### src/rtl/comparador_serial_di.sv
// Bit-serial magnitude comparator: one time-shared comparison cell walks the
// operands LSB-first, so the final (MSB) bit decides A<B or A<=B.
module comparador_serial_di #(
    parameter int WIDTH = 8
) (
    input  logic             clk,
    input  logic             rst,
    input  logic             start,
    input  logic             mode_le,
    input  logic [WIDTH-1:0] a,
    input  logic [WIDTH-1:0] b,
    output logic             busy,
    output logic             done,
    output logic             result
);
    localparam int CW = (WIDTH > 1) ? $clog2(WIDTH) : 1;
    localparam logic [CW-1:0] LAST = CW'(WIDTH - 1);

    typedef enum logic [1:0] {S_IDLE, S_RUN, S_DONE} state_t;

    state_t           state;
    logic [WIDTH-1:0] sa;
    logic [WIDTH-1:0] sb;
    logic             n;
    logic [CW-1:0]    cnt;
    logic             n_next;

    // Equal bits pass the carry, a differing bit overrides it.
    assign n_next = (n & (~sa[0] | sb[0])) | (~sa[0] & sb[0]);

    always_ff @(posedge clk or posedge rst) begin
        if (rst) begin
            state  <= S_IDLE;
            sa     <= '0;
            sb     <= '0;
            n      <= 1'b0;
            cnt    <= '0;
            result <= 1'b0;
        end else begin
            case (state)
                S_IDLE: begin
                    if (start) begin
                        sa     <= a;
                        sb     <= b;
                        n      <= mode_le;
                        cnt    <= '0;
                        result <= 1'b0;
                        state  <= S_RUN;
                    end
                end
                S_RUN: begin
                    n   <= n_next;
                    sa  <= sa >> 1;
                    sb  <= sb >> 1;
                    cnt <= cnt + 1'b1;
                    if (cnt == LAST) begin
                        result <= n_next;
                        state  <= S_DONE;
                    end
                end
                S_DONE:  state <= S_IDLE;
                default: state <= S_IDLE;
            endcase
        end
    end

    assign busy = (state == S_RUN);
    assign done = (state == S_DONE);

endmodule

### config.mk
export PLATFORM = sky130hd
export DESIGN_NAME = comparador_serial_di
export DESIGN_NICKNAME = d
export VERILOG_FILES = /design/src/rtl/comparador_serial_di.sv
export SDC_FILE = /design/constraint.sdc
export NUM_CORES = 1
export LEC_CHECK = 0
export CORE_MARGIN = 10
export CORE_UTILIZATION = 50
export DETAILED_ROUTE_END_ITERATION = 10
export PLACE_DENSITY = 0.87
export SLEW_MARGIN = 25
export SYNTH_ARGS = -nofsm -noshare
export SYNTH_HDL_FRONTEND = slang
export SYNTH_SLANG_ARGS = --single-unit
### constraint.sdc
create_clock -name clk -period 1.6 [get_ports clk]
set_input_delay 0.24 -clock clk [delete_from_list [all_inputs] [get_ports clk]]
set_output_delay 0.24 -clock clk [all_outputs]
set_load 0.03 [all_outputs]
==> qor.yml, run 1 <==
timing.fmax_mhz: 654.8
dp_hpwl_mm: 1.669
rows: 17
gp_congestion: 0.6965
syn_to_final_growth_pct: 25.68
synth-main-ff-cell: "dfrtp_1"
postCtsSetupRepairBufs: 0
tightest_slew_ps: 303.7
drive_gt1_share_pct: 19.53
critPathLaunchType: "flop"
critPathMaxFanout: 9
synth_edf_count: 0
max_slew_margin_pct: 79.83
first_global_vias: 827
p_per_area_nw_per_um2: 1705
drc: 0
num_io_pins: 23
cpMostUsedCell: "buf_6"
synth_cell_types: 26
synth.avg_cell_area_sq_um: 11.22
dp_worst_setup_slack_ps: 71.18
drt_iter0_drc: 13
design.core.area_sq_um: 2191
hold_violations: 0
ys_ff_latch: 23
firstDrtPassIters: 2
cts.sinks: 23
maxCapViolCount: 0
cpMaxStageDelayCell: "dfrtp_1"
diodes: 0
slowest_delay_ps: 400
die_height_um: 67.85
clock_latency_ps: 320
seq_area_frac_synth_pct: 50.27
instances_no_fill: 156
clock_path_buffers: 2
arrival_ps: 1290
synth_top_cell_area_share_pct: 50.27
fp.dieW_um: 67.85
antenna_left: 0
fin_crit_sh_pct: 95.45
io_buffer_count: 22
antenna_found_initial: 0
cts_root_buf: "clkbuf_4"
clkTransAtPathRegs_ps: 130
dpl.cell_count: 152
r2r_setup_slack_ps: 180
yosysTopAreaCell: "dfrtp_1"
synth.net_count: 124
initial_core_util_pct: 52.26
synth_most_common_cell: "dfrtp_1"
synthCells: 102
hold_path_class: "primary input to asynchronous set/reset pin"
fin_skew_ps: 11.16
setup_viol: 0
whs_ps: 240.4
via_per_inst: 5.301
gr-total-overflow: 0
design_area_sq_um: 1439
yosys_warnings: 0
fin_nets: 151
grt_usage_pct: 10.39
placed_area_sq_um: 1406
wirelength_mm: 2.225
cts_tree: "yes"
path_cells: "buf_4, nor2b_4, buf_6, buf_6"
fin_crit_ps: 1527
holdBufCountCts: 0
vias: 827
rr_worst_depth: 5
htreeDepth: 1
grt_max_degree: 31
grt_pass1_wl_mm: 3.719
synth_area_leaders: "dfrtp_1 50%, mux2i_1 10%, o21ai_2 6.1%"
p_leak_nw: 0.6916
required_ps: 1360
utilization_pct: 65.68
async_flop_share_pct: 100.0
vdd_drop_max_mv: 0.9093
finalSetupTns_ps: 0
syn_area_sq_um: 1145
finalPower_mw: 2.453
endpoint_kind: "output pin"
finalWorstSetupSlack_ps: 72.82
slew_viol_final: 0
rsz0062_at_grt: "no"
cts_inserted_buffers: 3
status: "complete, no violations"
die-area_sq_um: 4604
ys_top_cells_by_count: "23 x dfrtp_1, 15 x nand2_1, 12 x mux2i_1, 8 x o21ai_2, 6 x o21ai_0"
post_drt_wl_per_cell_um: 14.26
crit_type: "flop to output pin"
## state kept, by name, indices dropped and copies added (netlist names)
name / cells
n: 1
state: 2
result: 1
sa: 8
sb: 8
cnt: 3
## layout by cell type (no fill, tap or decap), types with 4 or more instances in the layout
cell type | netlist | final
inv_1 | 4 | 4
o21ai_2 | 8 | 8
nor2b_1 | 5 | 5
o21ai_0 | 6 | 6
dfrtp_1 | 23 | 23
buf_4 | 1 | 4
mux2i_1 | 12 | 12
clkdlybuf4s50_1 | 0 | 19
o21ai_1 | 4 | 4
nand2_1 | 15 | 15
## final timing paths
kind / from / to
setup / recovery: state[1] / busy
hold / removal: rst / sa[4]
setup reg to reg: state[1] / sb[5]
hold reg to reg: sb[2] / sb[2]
max in group asynchronous: rst / sb[7]
min in group clk: sb[2] / sb[2]
## kinds of logic (layout without fill, tap and decap cells)
logic type,Yosys count,count (layout),synth area share (%)
AOI/OAI and AO/OA,29,29,18.25
muxes,13,13,11.48
and+or+nand+nor,24,24,11.04
DFF,23,23,50.27
adders and majority gates,3,3,3.060
buffers and inverters,10,36,5.901
## layout make-up
| class | instances | area (sq um) |
|---|---|---|
| fill | 173 | 752.0 |
| multi-input combinational | 69 | 505.5 |
| tap | 28 | 35.03 |
| clock buffer | 3 | 22.52 |
| clock inverter | 1 | 5.005 |
| inverter | 4 | 15.01 |
| sequential | 23 | 575.6 |
| timing repair buffer | 28 | 280.3 |
## where the power goes
group	switching [mW]	internal (mW)	total, mW
Sequential	0.134	0.842	0.976
Combinational	0.607	0.602	1.21
Clock	0.174	0.0935	0.268
## critical path, delay by kind of cell, from the launching register on
kind / cells / cell delay, ps
flip-flops: 1 / 400
buffers and inverters: 3 / 460
AND/OR/NAND/NOR: 1 / 120
## layer usage
metal  vias up  share of wire (%)  track usage (%)
met5         -                  0                0
met4         0                1.7            5.276
met3         4                5.9            3.100
met2        18                 48            17.49
met1       392                 44            11.71
li1        413                  -                -
## repair_timing
action / 4_1_cts / 5_1_grt
endpoints found under the setup margin: 3 / 1
gates resized for setup: 3 / 1
pin swaps: 0 / 0
Note: power is estimated with default switching activity, not from simulation.
==> run 2: changes to the inputs <==
Settings changed: CAP_MARGIN set to 20, CTS_CLUSTER_DIAMETER set to 100, CTS_CLUSTER_SIZE set to 25.
==> results of run 2 <==
Final layout, timing and power as in run 1 (identical DEF).
==> run 3: changes to the inputs <==
Settings changed: CELL_PAD_IN_SITES_DETAIL_PLACEMENT set to 0, CELL_PAD_IN_SITES_GLOBAL_PLACEMENT set to 2, CORE_UTILIZATION 50 to 32, PLACE_DENSITY 0.87 to 0.86.
==> run 3 against run 2 <==
Compared with the run above:
- die area increased by 38%
- combinational power is essentially flat
- via count is 2.7% lower
- power grew 0.63%
- non-clock buffer count up 2
- fmax rose by 1.5%
- routed wire length fell by 0.49%
- critical path depth fell by 2
- highest routed layer unchanged
==> qor.yml, run 3 (synthesis results as in run 1) <==
r2r_start: "state[1]"
multiInputGateArea_sq_um: 505.5
clkTransAtPathRegs_ps: 120
antenna_left: 0
io_buffer_count: 22
timing.fmax_mhz: 664.5
top_regs: "sa (8), sb (8), cnt (3)"
initial_core_util_pct: 33.78
slew_viol_final: 0
required_ps: 1360
wirelength_mm: 2.214
cp-endpoint: "done"
r2r_setup_slack_ps: 230
gp_congestion: 0.7480
fin_crit_sh_pct: 94.05
holdBufCountCts: 0
setup_viol: 0
cts_tree: "yes"
status: "complete, no violations"
cts_inserted_buffers: 3
critPathMaxFanout: 2
most-common-layout-cells: "23 x dfrtp_1, 19 x clkdlybuf4s50_1, 15 x nand2_1, 12 x mux2i_1, 8 x o21ai_2"
nFillCells: 329
fin_skew_ps: 2.766
startpoint: "state[0]"
p_leak_nw: 0.7006
drive_gt1_share_pct: 20.00
vdd_drop_max_mv: 0.7718
grt_pass1_wl_mm: 3.905
p_per_area_nw_per_um2: 1668
rsz0062_at_grt: "no"
antenna_found_initial: 0
first_global_vias: 827
rows: 21
seqCellArea_sq_um: 575.6
crit_type: "flop to output pin"
final_common_cell: "dfrtp_1"
cts_root_buf: "clkbuf_4"
die-area_sq_um: 6370
gr-total-overflow: 0
htreeDepth: 1
fin_nets: 153
grt_max_degree: 31
die_height_um: 79.82
dp_hpwl_mm: 1.620
firstDrtPassIters: 3
num_io_pins: 23
hold_violations: 0
design.core.area_sq_um: 3390
grt_usage_pct: 7.529
drc: 0
via_per_inst: 4.574
maxCapViolCount: 0
hold_path_class: "primary input to asynchronous set/reset pin"
design_area_sq_um: 1480
cts.sinks: 23
drt_iter0_drc: 56
endpoint_kind: "output pin"
tightest_slew_ps: 308.4
diodes: 0
r2r_end: "sa[6]"
syn_to_final_growth_pct: 29.29
finalSetupTns_ps: 0
fin_crit_ps: 1505
arrival_ps: 1260
critPathLaunchType: "flop"
post_drt_wl_per_cell_um: 12.58
clock_latency_ps: 310
rr_worst_depth: 6
max_slew_margin_pct: 79.52
placed_area_sq_um: 1441
vias: 805
fp.dieW_um: 79.82
clock_path_buffers: 2
run 3: cell count changes in the layout (fill, tap and decap cells not counted):
cell,change
clkinv_2,-1
clkbuf_1,+1
buf_6,-2
buf_4,+3
buf_12,+1
run 3: final cells by class:
type	count	area share, %
sequential	23	38.88
multi-input combinational	69	34.15
timing repair buffer	30	20.29
tap	46	3.888
clock buffer	4	1.775
inverter	4	1.014
run 3: routing by layer:
layer	up-vias	part of all wire, %	GRT usage (%)
met4	0	1.1	2.113
met2	17	43	10.92
met5	-	0	0
met3	4	4.7	2.703
met1	374	51	10.19
li1	410	-	-
run 3: worst min-delay path by stage:
stage | slack (ps) | from | to
floorplan | 240 | rst | cnt[0]
global placement | 460 | sb[4] | sb[4]
detailed placement | 470 | sb[3] | sb[3]
CTS | 260 | rst | n
global route | 310 | rst | n
finish | 260 | rst | sa[6]
run 3: critical path: stages, from the launching register on:
cell	delay [ps]
dfrtp_1	390
and2b_1	180
dlygate4sd2_1	390
run 3: metrics by stage:
step,hold slack [ps],cells,worst slack (ps),total power [mW],utilization [%]
after floorplan,241.9,102,359.0,1.911,-
final,255.5,176,95.20,2.469,43.67
after CTS,255.4,174,18.42,2.468,43.23
after global placement,461.6,170,148.2,2.174,42.52
after detailed placement,469.3,170,127.5,2.205,42.52
after global routing,308.7,176,10.44,2.696,43.67
run 3: repair_timing:
action,in CTS,in global routing
setup endpoints to repair,2,1
resized for setup,2,0
gates cloned,0,0
buffers inserted,0,2
run 3: report_power, final:
part	total (mW)	internal [mW]	switching (mW)
registers	0.975	0.842	0.133
clock network	0.267	0.0972	0.170
logic	1.23	0.635	0.592
